==> config.mk <==
export PLATFORM = sky130hd
export DESIGN_NAME = cpu_sequencer
export DESIGN_NICKNAME = d
export VERILOG_FILES = /design/src/rtl/cpu_sequencer.sv
export SDC_FILE = /design/constraint.sdc
export NUM_CORES = 1
export LEC_CHECK = 0
export ABC_CLOCK_PERIOD_IN_PS = 4600
export CAP_MARGIN = 25
export CORE_ASPECT_RATIO = 1.2
export CORE_MARGIN = 1.5
export CORE_UTILIZATION = 55
export CTS_CLUSTER_DIAMETER = 150
export CTS_CLUSTER_SIZE = 16
export DETAILED_ROUTE_END_ITERATION = 10
export MAX_ROUTING_LAYER = met4
export PLACE_DENSITY = 0.76
export SLEW_MARGIN = 20
export SYNTH_ARGS = -nofsm -noshare
export SYNTH_HDL_FRONTEND = slang
export SYNTH_SLANG_ARGS = --single-unit
==> constraint.sdc <==
create_clock -name clk -period 4.6 [get_ports clk]
set_input_delay 0.46 -clock clk [delete_from_list [all_inputs] [get_ports clk]]
set_output_delay 0.46 -clock clk [all_outputs]
set_load 0.05 [all_outputs]
==> src/rtl/cpu_sequencer.sv <==
// cpu_sequencer
//   Produces the CPU clock-enable strobe and the 3-bit instruction phase
//   counter. A run/halt/single-step state machine gates execution. Every
//   stop lands on an instruction boundary, after the cycle-7 commit.
//
// Parameters
//   DIV        clk periods per cpuCe pulse while executing (legal 1..65535)
//   START_RUN  1 = leave reset in RUN, 0 = leave reset in HALT
//
// Ports
//   clk        system clock
//   resetN     asynchronous active-low reset
//   runBtn     run/stop toggle button (async level, debounced externally)
//   stepBtn    single-instruction step button (async level, debounced)
//   haltReq    decoder halt request, honoured only at end-of-instruction in RUN
//   cpuCe      one-clk CPU enable strobe
//   cycle      instruction phase 0..7, advances on each cpuCe
//   running    high whenever the state is not HALT
//   instrDone  one-clk pulse after each committed instruction (cycle = 0)
module cpu_sequencer #(
    parameter int unsigned DIV       = 4,
    parameter bit          START_RUN = 1'b0
) (
    input  logic       clk,
    input  logic       resetN,
    input  logic       runBtn,
    input  logic       stepBtn,
    input  logic       haltReq,
    output logic       cpuCe,
    output logic [2:0] cycle,
    output logic       running,
    output logic       instrDone
);

    typedef enum logic [1:0] {
        HALT  = 2'd0,
        RUN   = 2'd1,
        STEP  = 2'd2,
        DRAIN = 2'd3
    } state_t;

    localparam state_t      RESET_STATE = START_RUN ? RUN : HALT;
    localparam logic [15:0] PRE_MAX     = 16'(DIV - 1);

    state_t      state;
    state_t      nxt;
    logic [15:0] presc;
    logic [1:0]  run_sync;
    logic [1:0]  step_sync;
    logic        run_prev;
    logic        step_prev;
    logic        run_edge;
    logic        step_edge;
    logic        eoi;

    // Edge pulses come straight off the second synchronizer stage, so a
    // press first sampled at edge N acts on the state at edge N+2.
    assign run_edge  = run_sync[1]  & ~run_prev;
    assign step_edge = step_sync[1] & ~step_prev;

    // End of instruction: the cycle-7 strobe is being consumed this edge.
    assign eoi = cpuCe && (cycle == 3'd7);

    always_comb begin
        nxt = state;
        unique case (state)
            HALT: begin
                if (run_edge)       nxt = RUN;   // run wins over step
                else if (step_edge) nxt = STEP;
            end
            RUN: begin
                if (eoi && haltReq) nxt = HALT;
                else if (run_edge)  nxt = DRAIN;
            end
            DRAIN, STEP: begin
                // A run press coinciding with the boundary is swallowed.
                if (eoi)           nxt = HALT;
                else if (run_edge) nxt = RUN;
            end
        endcase
    end

    always_ff @(posedge clk or negedge resetN) begin
        if (!resetN) begin
            state     <= RESET_STATE;
            running   <= (RESET_STATE != HALT);
            run_sync  <= 2'b00;
            step_sync <= 2'b00;
            run_prev  <= 1'b0;
            step_prev <= 1'b0;
            presc     <= 16'd0;
            cpuCe     <= 1'b0;
            cycle     <= 3'd0;
            instrDone <= 1'b0;
        end else begin
            run_sync  <= {run_sync[0], runBtn};
            step_sync <= {step_sync[0], stepBtn};
            run_prev  <= run_sync[1];
            step_prev <= step_sync[1];

            state   <= nxt;
            running <= (nxt != HALT);

            // Prescaler sits at 0 throughout HALT, including the edge that
            // enters it, so the first strobe after leaving HALT is DIV clks out.
            if (state == HALT || nxt == HALT) presc <= 16'd0;
            else if (presc == PRE_MAX)        presc <= 16'd0;
            else                              presc <= presc + 16'd1;

            // Gating on both current and next state keeps DIV=1 from firing a
            // strobe on the edge that leaves or enters HALT.
            cpuCe <= (state != HALT) && (nxt != HALT) && (presc == PRE_MAX);

            if (cpuCe) cycle <= cycle + 3'd1;

            instrDone <= eoi;
        end
    end

endmodule

== After elaboration in Yosys (flattened, before gate mapping) ==
Cells that the tools add are included.

* Register bits after elaboration: 30
* Input bits: 5
* Output and inout port bits: 6
* Word-level logic and storage cells: 40

* Add/sub/neg operators: 2
* Equal/unequal tests: 5
* Muxes and demuxes: 9
* Bitwise operators: 4
* Reductions and logical operators: 10

{| class="wikitable"
|+ Operator list
! operator !! number
|-
| $mux 16 || 2
|-
| $add 16x1->16 const B || 1
|-
| $eq 16x2->1 const B || 1
|-
| $mux 2 || 6
|-
| $pmux 2 s3 || 1
|-
| $eq 2x2->1 const B || 2
|-
| $logic_and 1x1->1 || 4
|-
| $logic_not 2->1 || 2
|-
| $reduce_bool 2->1 || 2
|-
| $add 3x1->3 const B || 1
|-
| $eq 3x3->1 const B || 1
|-
| $and 1x1->1 || 2
|-
| $eq 2x1->1 const B || 1
|-
| $not 1->1 || 2
|-
| $reduce_or 2->1 || 1
|-
| $logic_or 1x1->1 || 1
|}

== Logic depth before layout (Yosys ltp) ==
* Depth in word-level cells: 8
* Gate-level depth with buffers: 8

== Least setup slack after synthesis ==
OpenSTA, ideal clock, no wires.

* Path kind: reg2reg
* Start: reg cycle[0]
* End: reg presc[10]
* Setup time: 0.121 ns
* Data arrival time: 1.830 ns
* Required time: 4.479 ns
* Setup slack: 2.649 ns
* Cell stages (with the launch flop): 9
* Clock period less this slack: 1.951 ns
* Path through: dfrtp_1 ha_1 ha_1 nand2_1 o22ai_1 nand2b_1 clkbuf_1 buf_2 nor2_1

* Cells in the longest elaborated chain, start to end: 8
* Elaborated cells between the ends (all ways): 9
* Classes of those cells: eq/ne (1); mux (4); reduce/logical (4)

{| class="wikitable"
|+ RTL lines
! element !! RTL line !! source
|-
| start, declared || 30 || <nowiki>output logic [2:0] cycle,</nowiki>
|-
| start signal, assigned || 114 || <nowiki>if (cpuCe) cycle <= cycle + 3'd1;</nowiki>
|-
| $eq 3x3->1 (*) || 62 || <nowiki>assign eoi = cpuCe && (cycle == 3'd7);</nowiki>
|-
| $logic_and 1x1->1 (*) || 62 ||
|-
| $logic_and 1x1->1 || 72 || <nowiki>if (eoi && haltReq) nxt = HALT;</nowiki>
|-
| $mux 2 || 72 ||
|-
| $pmux 2 s3 (*) || 66 || <nowiki>unique case (state)</nowiki>
|-
| $logic_not 2->1 (*) || 106 || <nowiki>if (state == HALT || nxt == HALT) presc <= 16'd0;</nowiki>
|-
| $logic_or 1x1->1 (*) || 106 ||
|-
| $mux 16 (*) || 106 ||
|-
| end signal, assigned || 108 || <nowiki>else presc <= presc + 16'd1;</nowiki>
|-
| end, declared || 47 || <nowiki>logic [15:0] presc;</nowiki>
|}

Mark *: on every way between the ends. The rest lies on a longest branch, timed or not.
A chain may end at the register's enable or synchronous reset.

== Final worst setup path ==
* Start: reg cpuCe
* End: out cpuCe

{| class="wikitable"
|+ RTL lines
! element !! RTL line !! source
|-
| start, declared || 29 || <nowiki>output logic cpuCe,</nowiki>
|-
| start signal, assigned || 112 || <nowiki>cpuCe <= (state != HALT) && (nxt != HALT) && (presc == PRE_MAX);</nowiki>
|}

No word-level cell between the ends.

==> impl_metrics.csv <==
group,metric,value,unit
detailed_routing,viasPerCell,5.425,
floorplanning,initial_utilization,0.5740,
synthesis,syn_nets,128,
clock_network,path_clk_slew,0.09,ns
detailed_routing,first_pass_iters,4,
floorplanning,core,2258,um2
grt,grtUsageTotal,0.2149,
detailed_routing,ant_nets,0,
critical_path,critPathCaptureType,"output pin",
clock_network,post_cts_buffers,0,
critical_path,rr_worst_depth,6,
power,p_leak,0.6821,nW
cells_and_area,final_cell_mix,"dfrtp_1, nor2_1, xnor2_1",
critical_path,rrSetupSlack,2.83,ns
power,power.total,0.8281,mW
min_path,hold_path_end,"step_sync[1]$_DFF_PN0_",
clock_network,holdBufCountCts,0,
sta,clock.fmax,480.5,MHz
critical_path,r2r_end,"presc[14]$_DFF_PN0_",
synthesis,syn_area,1296,um2
critical_path,arrival,1.62,ns
detailed_routing,wl,2218,um
critical_path,path_cells,"clkdlybuf4s50_1",
min_path,holdPathStages,0,
grt,antenna_found_initial,0,
floorplanning,die_area,2658,um2
detailed_routing,wl_per_cell,13.28,um
grt,grt_pass1_wl,3912,um
sta,fin_skew,0.007456,ns
cells_and_area,nFillCells,180,
power,power.density,537.2,nW/um2
critical_path,max_stage_delay,0.84,ns
sta,relSlewSlack,0.5983,
critical_path,crit_slowest_cell,"clkdlybuf4s50_1",
synthesis,synth-seq-area-share,0.5792,
grt,grt_pass1_vias,937,
power,peakVddDrop,437.4,uV
clock_network,cts_htree_levels,2,
critical_path,cp.required,4.14,ns
sta,tightest_slew,0.6026,ns
sta,period_minus_slack,2.081,ns
placed_design,place_area,1430,um2
critical_path,critPathMaxFanout,6,
clock_network,numCtsBuffers,5,
outcome,outcome,"finished clean",
sta,rsz0062_at_grt,"false",
cells_and_area,syn_to_final_growth,18.92,%
synthesis,synth_cell_types,26,
critical_path,crit_family,"buffers and inverters",
grt,grt_max_degree,31,
cells_and_area,postLayoutCoreUtil,0.6825,
sta,whs,0.3544,ns
floorplanning,rows,19,
critical_path,critPathKind,"flop to output pin",
synthesis,ys_seq_elements,30,
cells_and_area,final_common_cell,"dfrtp_1",
placed_design,dpl.hpwl,1580,um
cells_and_area,n_antenna_cell,0,
placed_design,io_buffers,10,
cells_and_area,drive_gt1_frac,0.09559,
floorplanning,die_w,47.32,um
detailed_routing,drc_errors,0,
sta,finalSetupTns,0,ns
detailed_routing,drt_iter0_drc,15,
critical_path,path_buf_inv,1,
sta,min_period_over_period,0.4524,
floorplanning,die_y,56.18,um
placed_design,gp_congestion,0.7757,
clock_network,cts_tree,"built",
min_path,hp-class,"flop to flop",
clock_network,cts_resized,0,
clock_network,cts_max_path_buffers,2,
job,maxCapViolations,0,
critical_path,startpoint_type,"flop",
sta,final-hold-violation-count,0,
synthesis,synth_area_per_cell,10.80,um2
sta,setup_viol,0,
critical_path,reg2reg_from,"cycle[0]$_DFFE_PN0P_",
detailed_routing,num_vias,906,
cells_and_area,final_net_count,143,
clock_network,numClockSinks,30,
synthesis,yosysWarnings,0,
sta,finalMaxSlewViolations,0,
min_path,hold_start,"step_sync[0]$_DFF_PN0_",
synthesis,synthCells,120,
floorplanning,num_io_pins,11,
clock_network,cts.root.buffer_cell,"clkbuf_4",
critical_path,cp-startpoint,"cpuCe$_DFF_PN0_",
cells_and_area,fin_area,1541,um2
grt,overflow,0,
clock_network,insertion_delay,0.33,ns
-- cell type report --
cell class / instances / area, um2 / area share
tap: 31 / 38.79 / 0.02516
multi-input combinational: 82 / 514.2 / 0.3336
sequential: 30 / 750.7 / 0.4870
inverter: 5 / 18.77 / 0.01218
clock inverter: 2 / 60.06 / 0.03896
timing repair buffer: 11 / 107.6 / 0.06980
clock buffer: 6 / 51.30 / 0.03328
-- worst max path at each step --
stage | end | slack [ns] | cells after the start
2_1_floorplan | presc[10]$_DFF_PN0_ | 2.65 | 8
3_3_place_gp | presc[11]$_DFF_PN0_ | 2.72 | 5
3_5_place_dp | presc[10]$_DFF_PN0_ | 2.64 | 5
4_1_cts | cpuCe | 2.50 | 1
5_1_grt | cpuCe | 2.47 | 1
6_report | cpuCe | 2.52 | 1
-- cell usage after synthesis (all sizes together) --
master / count / area (um2)
clkbuf: 2 / 7.510
inv: 5 / 18.77
or4: 1 / 7.510
nand2b: 2 / 12.51
a21oi: 3 / 15.01
nand4: 4 / 46.29
nor4: 6 / 37.54
o21a: 1 / 7.510
dfrtp: 30 / 750.7
nor3b: 1 / 7.510
xnor2: 11 / 96.34
mux2: 2 / 22.52
buf: 1 / 5.000
o22ai: 1 / 6.260
nor2b: 1 / 6.260
a31oi: 2 / 12.51
nand2: 6 / 22.52
or3: 1 / 6.260
ha: 3 / 37.54
nor3: 5 / 25.02
xor2: 3 / 26.28
o31ai: 1 / 7.510
nand3: 5 / 25.02
nor2: 23 / 86.33
-- sequential cells by signal, indices dropped and copies added (netlist names) --
name       flops
cpuCe          1
state          2
running        1
cycle          3
step_sync      2
presc         16
run_sync       2
run_prev       1
instrDone      1
step_prev      1
-- through the flow --
| step | setup slack (ns) | cells |
|---|---|---|
| floorplan | 2.649 | 120 |
| CTS | 2.502 | 167 |
| global placement | 2.724 | 159 |
| finish | 2.519 | 167 |
| global route | 2.465 | 167 |
| detailed placement | 2.637 | 159 |
-- report_power, final --
group | total [mW] | internal [mW] | switching (mW) | leakage (nW)
combinational | 0.203 | 0.0765 | 0.126 | 0.243
clock | 0.273 | 0.184 | 0.0884 | 0.0585
sequential | 0.353 | 0.305 | 0.0474 | 0.381
-- layer usage --
layer / vias up / track usage / part of all wire
li1: 442 / - / -
met1: 438 / 0.2273 / 0.39
met2: 20 / 0.3340 / 0.54
met3: 6 / 0.08442 / 0.047
met4: 0 / 0.1071 / 0.022
met5: - / - / 0
-- cells by family (layout without fill, tap and decap cells) --
logic type / Yosys count / in the layout / share of synthesized area
flops: 30 / 30 / 0.5792
buf+inv: 8 / 24 / 0.02413
fa+ha+maj: 3 / 3 / 0.02896
xor+xnor: 14 / 14 / 0.09460
mux: 2 / 2 / 0.01737
compound gates: 8 / 8 / 0.03765
simple gates: 55 / 55 / 0.2181
Power figures use the tool's default switching activity.
